<file path="config.mk">
export PLATFORM = sky130hd
export DESIGN_NAME = instruction_fetch_unit
export DESIGN_NICKNAME = d
export VERILOG_FILES = /design/src/rtl/instruction_fetch_unit.sv
export SDC_FILE = /design/constraint.sdc
export NUM_CORES = 1
export LEC_CHECK = 0
export BUFFER_PORTS_ARGS = -buffer_cell sky130_fd_sc_hd__buf_4
export CAP_MARGIN = 40
export CORE_UTILIZATION = 37
export DETAILED_ROUTE_END_ITERATION = 8
export PLACE_DENSITY = 0.67
export RECOVER_POWER = 100
export SLEW_MARGIN = 20
export SYNTH_ARGS = -nofsm -noshare
export SYNTH_HDL_FRONTEND = slang
export SYNTH_SLANG_ARGS = --single-unit
</file>
<file path="constraint.sdc">
create_clock -name clk -period 2.45 [get_ports clk]
set_input_delay 0.1225 -clock clk [delete_from_list [all_inputs] [get_ports clk]]
set_output_delay 0.1225 -clock clk [all_outputs]
set_load 0.03 [all_outputs]
</file>
<file path="src/rtl/instruction_fetch_unit.sv">
// Instruction fetch/decode front end: walks the prefetch queue one byte per
// ce_1 and assembles prefixes, opcode, ModRM, displacement and immediate into
// a single instruction record that is held until the EU acknowledges it.
module instruction_fetch_unit (
  input  logic            clk,
  input  logic            reset,
  input  logic            ce_1,
  input  logic            ce_2,
  input  logic [7:0][7:0] ipq,
  input  logic [3:0]      ipq_len,
  output logic [15:0]     ipq_head,
  output logic            pfp_set,
  input  logic            branch_req,
  input  logic [15:0]     branch_target,
  output logic [7:0]      lut_opcode,
  input  logic            lut_has_modrm,
  input  logic [1:0]      lut_imm_bytes,
  output logic            inst_valid,
  input  logic            inst_ack,
  output logic [15:0]     inst_pc,
  output logic [3:0]      inst_len,
  output logic [7:0]      inst_opcode,
  output logic [7:0]      inst_modrm,
  output logic [15:0]     inst_disp,
  output logic [15:0]     inst_imm,
  output logic [1:0]      inst_seg,
  output logic            inst_seg_valid,
  output logic [1:0]      inst_rep,
  output logic            inst_lock
);

  localparam int unsigned LEN_MAX = 15;

  typedef enum logic [2:0] {S_PREFIX, S_MODRM, S_DISP, S_IMM, S_HOLD} state_t;

  state_t      r_state,  w_state_nxt;
  logic [15:0] r_head,   w_head_nxt;
  logic        r_pfp,    w_pfp_nxt;
  logic        r_valid,  w_valid_nxt;
  logic [15:0] r_pc,     w_pc_nxt;
  logic [3:0]  r_len,    w_len_nxt;
  logic [7:0]  r_opcode, w_opcode_nxt;
  logic [7:0]  r_modrm,  w_modrm_nxt;
  logic [15:0] r_disp,   w_disp_nxt;
  logic [15:0] r_imm,    w_imm_nxt;
  logic [1:0]  r_seg,    w_seg_nxt;
  logic        r_seg_v,  w_seg_v_nxt;
  logic [1:0]  r_rep,    w_rep_nxt;
  logic        r_lock,   w_lock_nxt;
  logic [1:0]  r_disp_cnt, w_disp_cnt_nxt;
  logic [1:0]  r_imm_cnt,  w_imm_cnt_nxt;
  logic        r_idx,      w_idx_nxt;

  logic [7:0]  w_byte;
  logic        w_byte_avail;
  logic [1:0]  w_modrm_disp;
  logic        w_consume;
  logic        w_clear;
  logic        w_unused;

  // Phase-2 enable carries no function in this block.
  assign w_unused     = ce_2;

  assign w_byte       = ipq[r_head[2:0]];
  assign w_byte_avail = (ipq_len != 4'd0) && !r_pfp;
  assign lut_opcode   = w_byte;

  // Displacement size implied by the ModRM byte at the queue head.
  always_comb begin
    w_modrm_disp = 2'd0;
    case (w_byte[7:6])
      2'b01:   w_modrm_disp = 2'd1;
      2'b10:   w_modrm_disp = 2'd2;
      2'b00:   w_modrm_disp = (w_byte[2:0] == 3'b110) ? 2'd2 : 2'd0;
      default: w_modrm_disp = 2'd0;
    endcase
  end

  // Next-state and record update; branch outranks everything including ack.
  always_comb begin
    w_state_nxt    = r_state;
    w_head_nxt     = r_head;
    w_pfp_nxt      = r_pfp;
    w_pc_nxt       = r_pc;
    w_len_nxt      = r_len;
    w_opcode_nxt   = r_opcode;
    w_modrm_nxt    = r_modrm;
    w_disp_nxt     = r_disp;
    w_imm_nxt      = r_imm;
    w_seg_nxt      = r_seg;
    w_seg_v_nxt    = r_seg_v;
    w_rep_nxt      = r_rep;
    w_lock_nxt     = r_lock;
    w_disp_cnt_nxt = r_disp_cnt;
    w_imm_cnt_nxt  = r_imm_cnt;
    w_idx_nxt      = r_idx;
    w_consume      = 1'b0;
    w_clear        = 1'b0;

    if (ce_1) begin
      w_pfp_nxt = 1'b0;
      if (branch_req) begin
        w_head_nxt = branch_target;
        w_pfp_nxt  = 1'b1;
        w_clear    = 1'b1;
      end else begin
        case (r_state)
          S_PREFIX: if (w_byte_avail) begin
            w_consume = 1'b1;
            if (r_len == 4'd0) w_pc_nxt = r_head;
            case (w_byte)
              8'h26, 8'h2E, 8'h36, 8'h3E: begin
                w_seg_nxt   = w_byte[4:3];
                w_seg_v_nxt = 1'b1;
              end
              8'hF2, 8'hF3: w_rep_nxt  = {1'b1, w_byte[0]};
              8'hF0:        w_lock_nxt = 1'b1;
              default: begin
                w_opcode_nxt  = w_byte;
                w_imm_cnt_nxt = lut_imm_bytes;
                w_idx_nxt     = 1'b0;
                if (lut_has_modrm)              w_state_nxt = S_MODRM;
                else if (lut_imm_bytes != 2'd0) w_state_nxt = S_IMM;
                else                            w_state_nxt = S_HOLD;
              end
            endcase
          end
          S_MODRM: if (w_byte_avail) begin
            w_consume      = 1'b1;
            w_modrm_nxt    = w_byte;
            w_disp_cnt_nxt = w_modrm_disp;
            w_idx_nxt      = 1'b0;
            if (w_modrm_disp != 2'd0)  w_state_nxt = S_DISP;
            else if (r_imm_cnt != 2'd0) w_state_nxt = S_IMM;
            else                        w_state_nxt = S_HOLD;
          end
          S_DISP: if (w_byte_avail) begin
            w_consume = 1'b1;
            if (r_disp_cnt == 2'd1 || r_idx) begin
              w_disp_nxt  = (r_disp_cnt == 2'd1) ? {{8{w_byte[7]}}, w_byte}
                                                 : {w_byte, r_disp[7:0]};
              w_idx_nxt   = 1'b0;
              w_state_nxt = (r_imm_cnt != 2'd0) ? S_IMM : S_HOLD;
            end else begin
              w_disp_nxt = {8'h00, w_byte};
              w_idx_nxt  = 1'b1;
            end
          end
          S_IMM: if (w_byte_avail) begin
            w_consume = 1'b1;
            if (r_imm_cnt == 2'd1 || r_idx) begin
              w_imm_nxt   = (r_imm_cnt == 2'd1) ? {8'h00, w_byte}
                                                : {w_byte, r_imm[7:0]};
              w_idx_nxt   = 1'b0;
              w_state_nxt = S_HOLD;
            end else begin
              w_imm_nxt = {8'h00, w_byte};
              w_idx_nxt = 1'b1;
            end
          end
          S_HOLD: if (inst_ack) w_clear = 1'b1;
          default: w_state_nxt = S_PREFIX;
        endcase
      end
    end

    if (w_consume) begin
      w_head_nxt = r_head + 16'd1;
      w_len_nxt  = (r_len == 4'(LEN_MAX)) ? r_len : r_len + 4'd1;
    end

    if (w_clear) begin
      w_state_nxt    = S_PREFIX;
      w_pc_nxt       = 16'h0000;
      w_len_nxt      = 4'd0;
      w_opcode_nxt   = 8'h00;
      w_modrm_nxt    = 8'h00;
      w_disp_nxt     = 16'h0000;
      w_imm_nxt      = 16'h0000;
      w_seg_nxt      = 2'd0;
      w_seg_v_nxt    = 1'b0;
      w_rep_nxt      = 2'd0;
      w_lock_nxt     = 1'b0;
      w_disp_cnt_nxt = 2'd0;
      w_imm_cnt_nxt  = 2'd0;
      w_idx_nxt      = 1'b0;
    end

    w_valid_nxt = (w_state_nxt == S_HOLD);
  end

  // State and record registers with synchronous reset.
  always_ff @(posedge clk) begin
    if (reset) begin
      r_state    <= S_PREFIX;
      r_head     <= 16'h0000;
      r_pfp      <= 1'b0;
      r_valid    <= 1'b0;
      r_pc       <= 16'h0000;
      r_len      <= 4'd0;
      r_opcode   <= 8'h00;
      r_modrm    <= 8'h00;
      r_disp     <= 16'h0000;
      r_imm      <= 16'h0000;
      r_seg      <= 2'd0;
      r_seg_v    <= 1'b0;
      r_rep      <= 2'd0;
      r_lock     <= 1'b0;
      r_disp_cnt <= 2'd0;
      r_imm_cnt  <= 2'd0;
      r_idx      <= 1'b0;
    end else begin
      r_state    <= w_state_nxt;
      r_head     <= w_head_nxt;
      r_pfp      <= w_pfp_nxt;
      r_valid    <= w_valid_nxt;
      r_pc       <= w_pc_nxt;
      r_len      <= w_len_nxt;
      r_opcode   <= w_opcode_nxt;
      r_modrm    <= w_modrm_nxt;
      r_disp     <= w_disp_nxt;
      r_imm      <= w_imm_nxt;
      r_seg      <= w_seg_nxt;
      r_seg_v    <= w_seg_v_nxt;
      r_rep      <= w_rep_nxt;
      r_lock     <= w_lock_nxt;
      r_disp_cnt <= w_disp_cnt_nxt;
      r_imm_cnt  <= w_imm_cnt_nxt;
      r_idx      <= w_idx_nxt;
    end
  end

  assign ipq_head       = r_head;
  assign pfp_set        = r_pfp;
  assign inst_valid     = r_valid;
  assign inst_pc        = r_pc;
  assign inst_len       = r_len;
  assign inst_opcode    = r_opcode;
  assign inst_modrm     = r_modrm;
  assign inst_disp      = r_disp;
  assign inst_imm       = r_imm;
  assign inst_seg       = r_seg;
  assign inst_seg_valid = r_seg_v;
  assign inst_rep       = r_rep;
  assign inst_lock      = r_lock;

endmodule
</file>
Word-level counts from Yosys, hierarchy flattened
Cells that the tools add are included.
Widths: inputs -> output; s select.
{ "word_totals": {"regBits": 100, "out_inout_bits": 100} }
{ "op_classes": {"addsub": 2, "n_lt_le_gt_ge": 1, "eq_ne": 25, "n_mux": 43, "n_bitwise": 3, "n_reduce_logical": 32} }
{ "ops": {"columns": ["op", "count"], "rows": [
  ["$mux 16", 6],
  ["$mux 3", 14],
  ["$reduce_and 5->1", 7],
  ["$eq 8x6->1 const B", 4],
  ["$bmux 8 s3", 1],
  ["$eq 8x8->1 const B", 3],
  ["$add 16x1->16 const B", 1],
  ["$mux 1", 16],
  ["$mux 15", 1],
  ["$pmux 3 s5", 1],
  ["$ne 2x2->1 const B", 7],
  ["$reduce_and 4->1", 3],
  ["$reduce_bool 2->1", 5],
  ["$eq 3x3->1 const B", 3],
  ["$mux 8", 1],
  ["$reduce_and 8->1", 1],
  ["$reduce_bool 4->1", 2],
  ["$reduce_or 4->1", 2],
  ["$reduce_or 7->1", 1],
  ["$eq 2x1->1 const B", 3],
  ["$eq 3x2->1 const B", 2],
  ["$pmux 2 s3", 1],
  ["$add 4x1->4 const B", 1],
  ["$eq 4x4->1 const B", 1],
  ["other kinds (14)", 19]
]} }

Depth between registers and ports, before layout
{ "depth": {"ltp_word": 13, "depth_mapped": 10, "mapped_depth_nobuf": 8} }

Least setup slack after synthesis
Ideal clock, no wire load.
{ "synth_path": {"path_kind": "register to register", "from": "register r_head[1] (netlist: ipq_head[1])", "to": "register r_valid (netlist: inst_valid)", "arrival_time_ns": 2.733, "t_required_ns": 2.350, "slack_ns": -0.383, "stages_incl_launch_ff": 9, "path_buffers": 1, "cell_sequence": "dfxtp_1 > buf_6 > mux4_2 > mux2_2 > and3_1 > o2bb2a_4 > nand4_1 > or2_4 > a2111oi_4"} }
{ "synth_lines": {"columns": ["item", "line", "source"], "rows": [
  ["start, declared", "37", "logic [15:0] r_head, w_head_nxt;"],
  ["start signal, assigned", "214", "r_head <= w_head_nxt;"],
  ["$bmux 8 s3 (*)", "64", "assign w_byte = ipq[r_head[2:0]];"],
  ["$mux 8 (implied by the code) (*)", "64", null],
  ["via lut_opcode[5]", "15", "output logic [7:0] lut_opcode,"],
  ["$eq 8x8->1 / $eq 8x6->1 (equally long branches)", "111", "case (w_byte)"],
  ["$reduce_or 7->1 (no source line) (*)", null, null],
  ["$mux 3 (*)", "111", null],
  ["$mux 3 (*)", "108", "S_PREFIX: if (w_byte_avail) begin"],
  ["$pmux 3 s5 (*)", "107", "case (r_state)"],
  ["$mux 3 (*)", "102", "if (branch_req) begin"],
  ["$mux 3 (*)", "100", "if (ce_1) begin"],
  ["$mux 3 (*)", "172", "if (w_clear) begin"],
  ["$eq 3x3->1 (*)", "189", "w_valid_nxt = (w_state_nxt == S_HOLD);"],
  ["end signal, assigned", "216", "r_valid <= w_valid_nxt;"],
  ["end, declared", "39", "logic r_valid, w_valid_nxt;"]
]} }
Mark *: on every way through the listed nets, which the timed path passes. The rest lies on a longest branch. The select of a mux whose other input is x is not followed.
A chain may end at the register's enable or synchronous reset.

Worst setup path after layout
{ "layout_path": {"from": "register r_head[1] (netlist: ipq_head[1])", "to": "register r_valid (netlist: inst_valid)"} }
{ "layout_via": {"elab_chain_len": 13} }
{ "layout_rtl": {"columns": ["item", "line", "source"], "rows": [
  ["$bmux 8 s3 (*)", "64", null],
  ["$mux 8 (implied by the code) (*)", "64", null],
  ["$eq 3x3->1", "74", "2'b00: w_modrm_disp = (w_byte[2:0] == 3'b110) ? 2'd2 : 2'd0;"],
  ["$mux 2", "74", null],
  ["$pmux 2 s3", "71", "case (w_byte[7:6])"],
  ["$reduce_bool 2->1", "133", "if (w_modrm_disp != 2'd0) w_state_nxt = S_DISP;"],
  ["$mux 3", "133", null],
  ["$mux 3", "128", "S_MODRM: if (w_byte_avail) begin"],
  ["$pmux 3 s5 (*)", "107", null],
  ["$mux 3 (*)", "102", null],
  ["$mux 3 (*)", "100", null],
  ["$mux 3 (*)", "172", null],
  ["$eq 3x3->1 (*)", "189", null]
]} }
Every way passes the cells marked *; elsewhere a longest branch is shown, timed or not. The select of a mux whose other input is x is not followed.

==> impl_metrics.ini <==
[clock_network]
cts_buffer_depth = 2
numCtsBuffers = 9
htreeDepth = 3
cts_tree = yes
cts-hold-fix-buffers = 0
clockRootBuffer = clkbuf_16
cts_sinks = 100
cts.clk_slew.worst_paths_ps = 80
clk_latency_ps = 360

[pwr]
seqPwrFrac_pct = 41.3
power_density_nw_per_um2 = 614
p_sw_w = 0.00134
pwr-share-comb_pct = 24.0
power.clock.fraction_pct = 34.7
p_leak_nw = 2.70
vdd_drop_max_mv = 0.574
p_int_w = 0.00286
swShare_pct = 31.9

[setup_path]
critical-path-top-delay-family = compound AO/OA/AOI/OAI gates
crit_chain = buf_12, buf_6, mux4_2, mux2i_4, inv_2, nand2_1, o31ai_4, a211oi_1, a21oi_2, a2111oi_4
startpoint_type = register
critPathCaptureType = register
critPathRequiredTime_ps = 2710
reg2reg_depth = 10
crit_buf_inv = 3
crit_fanout = 5
slowest_delay_ps = 510
critPathSlowestCell = mux4_2
crit_arrival_ps = 2780
crit_type = reg2reg
crit_cells = 10

[logic_synthesis]
synthFlopType = dfxtp_1
synth_mux_area_share_pct = 17.6
avgSynthCellArea_um2 = 9.26
synth_compound_area_share_pct = 17.0
yosysWarnings = 0
synth_fp_nets = 627
ys_seq_elements = 100
synth_top_family_by_area = simple AND/OR/NAND/NOR gates
ys_seq_area_share_pct = 40.7
netlist_area_um2 = 4920
postSynthCellCount = 531
synth_xor_area_share_pct = 0.534
synth_edf_count = 0
synthSimpleGateAreaFrac_pct = 18.2
synth_cell_types = 60
async_reset_ff_share_pct = 0
synth_fa_ha_area_share_pct = 0.764

[global_routing]
grt_pass1_wl_um = 25100
antenna_found_initial = 0
grt_max_degree = 34
overflow = 0
track_usage_pct = 23.7
grt_pass1_vias = 4899

[status]
outcome = finished, violations left
failed_checks = setup timing

[layout]
layout.nets = 847
final_common_cell = buf_4
layout_common_cells = buf_4 (140), dfxtp_1 (97), nor2_1 (91), clkbuf_1 (91), mux2i_1 (34)
n_fill_cell = 1244
multi_input_area_um2 = 2740
fin_cells = 928
syn2layout_area_growth_pct = 39.1
num_antenna_cells = 0
seq_area_um2 = 2010
drive_gt1_share_pct = 28.4

[place]
port_buffers = 191
place_hpwl_um = 11800
place_ws_ps = -63.4
dp_cells = 898
globalplace.congestion = 0.877

[timing]
final_max_slew_viol_count = 0
finalHoldViolCount = 0
timing.final.ws_setup_ps = -76.1
fin_setup_tns_ps = -155
rsz0062_at_grt = yes
finClkSkew_ps = 9.43
max_slew.worst_pin.slew_ps = 986
slew_headroom_pct = 34.2
fmaxAchievable_ghz = 0.396
fin_crit_ps = 2530
timing.final.crit_share_pct = 103
setup_violations = 6

[die]
ios = 193
dieWidth_um = 117
coreArea_um2 = 12800
placementRows = 41
die_y_um = 117
die-area_um2 = 13800
start_util_pct = 38.5

[routing]
drt_iter0_markers = 294
ant_nets = 0
drt-total-wl_um = 15900
vias = 4970
drc = 0
route.detailed.wl_per_inst_um = 17.2
detail_route.vias_per_cell = 5.36
dr.pass1.iters = 4

[worst_hold_path]
hold_depth = 3
hp-class = in2reg

[run]
cap_violations = 0
[tightest hold or removal path, delay by kind of cell]
family	cells	cell delay, ps
buffers and inverters	1	90
and+or+nand+nor	1	70
muxes	1	60
[Yosys cell counts, drive strengths merged, types with 2 or more instances]
library cell | number | area share (%)
xor2 | 2 | 0.36
a22oi | 9 | 1.4
buf | 13 | 2.7
mux4 | 16 | 7.6
a211oi | 29 | 4.4
a21oi | 34 | 3.5
nand2b | 8 | 1.0
and2 | 5 | 0.64
clkbuf | 20 | 1.6
and3 | 3 | 0.38
nor2b | 4 | 0.51
nor2 | 91 | 7.0
o22ai | 7 | 0.89
inv | 10 | 0.76
mux2i | 42 | 9.3
mux2 | 3 | 0.76
ha | 3 | 0.76
nand4 | 9 | 1.3
nand2 | 33 | 2.5
dfxtp | 100 | 41
o21ai | 28 | 2.9
o211ai | 2 | 0.31
o31ai | 3 | 0.56
or3 | 2 | 0.25
a31oi | 4 | 0.51
nor4 | 6 | 0.76
nand3 | 13 | 1.3
nor3 | 15 | 1.7
[path summary, 6_finish.rpt]
kind                                  startpoint              to  slack (ps)
worst max-delay path                 ipq_head[1]      inst_valid         -80
worst min-delay path            lut_imm_bytes[0]    r_imm_cnt[0]          20
worst max register to register       ipq_head[1]      inst_valid         -80
worst min register to register    inst_seg_valid  inst_seg_valid         450
[power by group through the flow]
stage	logic, W	registers (W)	clock network [W]
after floorplan	0.000502	0.00183	0
after global placement	0.000939	0.00177	0
after detailed placement	0.000955	0.00178	0
after CTS	0.00101	0.00174	0.00149
after global routing	0.00107	0.00174	0.00156
final	0.00101	0.00173	0.00146
[kinds of logic (layout without fill, tap and decap cells)]
group / Yosys count / after routing
simple gates: 193 / 193
compound gates: 127 / 127
flops: 100 / 100
mux: 61 / 61
buf+inv: 44 / 269
fa+ha+maj: 3 / 3
xor+xnor: 3 / 3
[sequential cells by signal (all words and copies together) (netlist names)]
register	cells
inst_disp	16
inst_imm	16
inst_len	4
inst_lock	1
inst_modrm	8
inst_opcode	8
inst_pc	16
inst_rep	2
inst_seg	2
inst_seg_valid	1
inst_valid	1
ipq_head	16
pfp_set	1
r_disp_cnt	2
r_idx	1
r_imm_cnt	2
r_state	3
[stage by stage]
stage / util, % / area [um^2] / power (W) / hold WS [ps]
after detailed placement: 52.4 / 6690 / 0.00273 / 392
after CTS: 55.9 / 7140 / 0.00424 / 5.90
after global placement: 52.4 / 6690 / 0.00271 / 383
after floorplan: - / 4950 / 0.00233 / 266
final: 53.5 / 6840 / 0.00420 / 17.4
after global routing: 53.5 / 6840 / 0.00437 / 24.9
[area by class of cell]
cell class / count / share of cell area, %
clock buffers: 9 / 3.29
inverters: 11 / 0.604
repair buffers: 242 / 22.2
well taps: 172 / 3.15
multi-input cells: 387 / 40.0
clock inverters: 7 / 1.30
flip-flops and latches: 100 / 29.4
[timing repair]
item	CTS	global route
pin swaps	6	7
cloned	1	0
endpoints found under the setup margin	11	16
buffers inserted	12	2
gates resized for setup	11	10
[routing by layer]
metal,GRT usage [%],part of all wire [%]
met5,0,0
met4,7.17,1.8
met3,5.97,6.7
met2,41.0,49
met1,29.1,43
No activity file was read; power rests on OpenSTA's default activity.
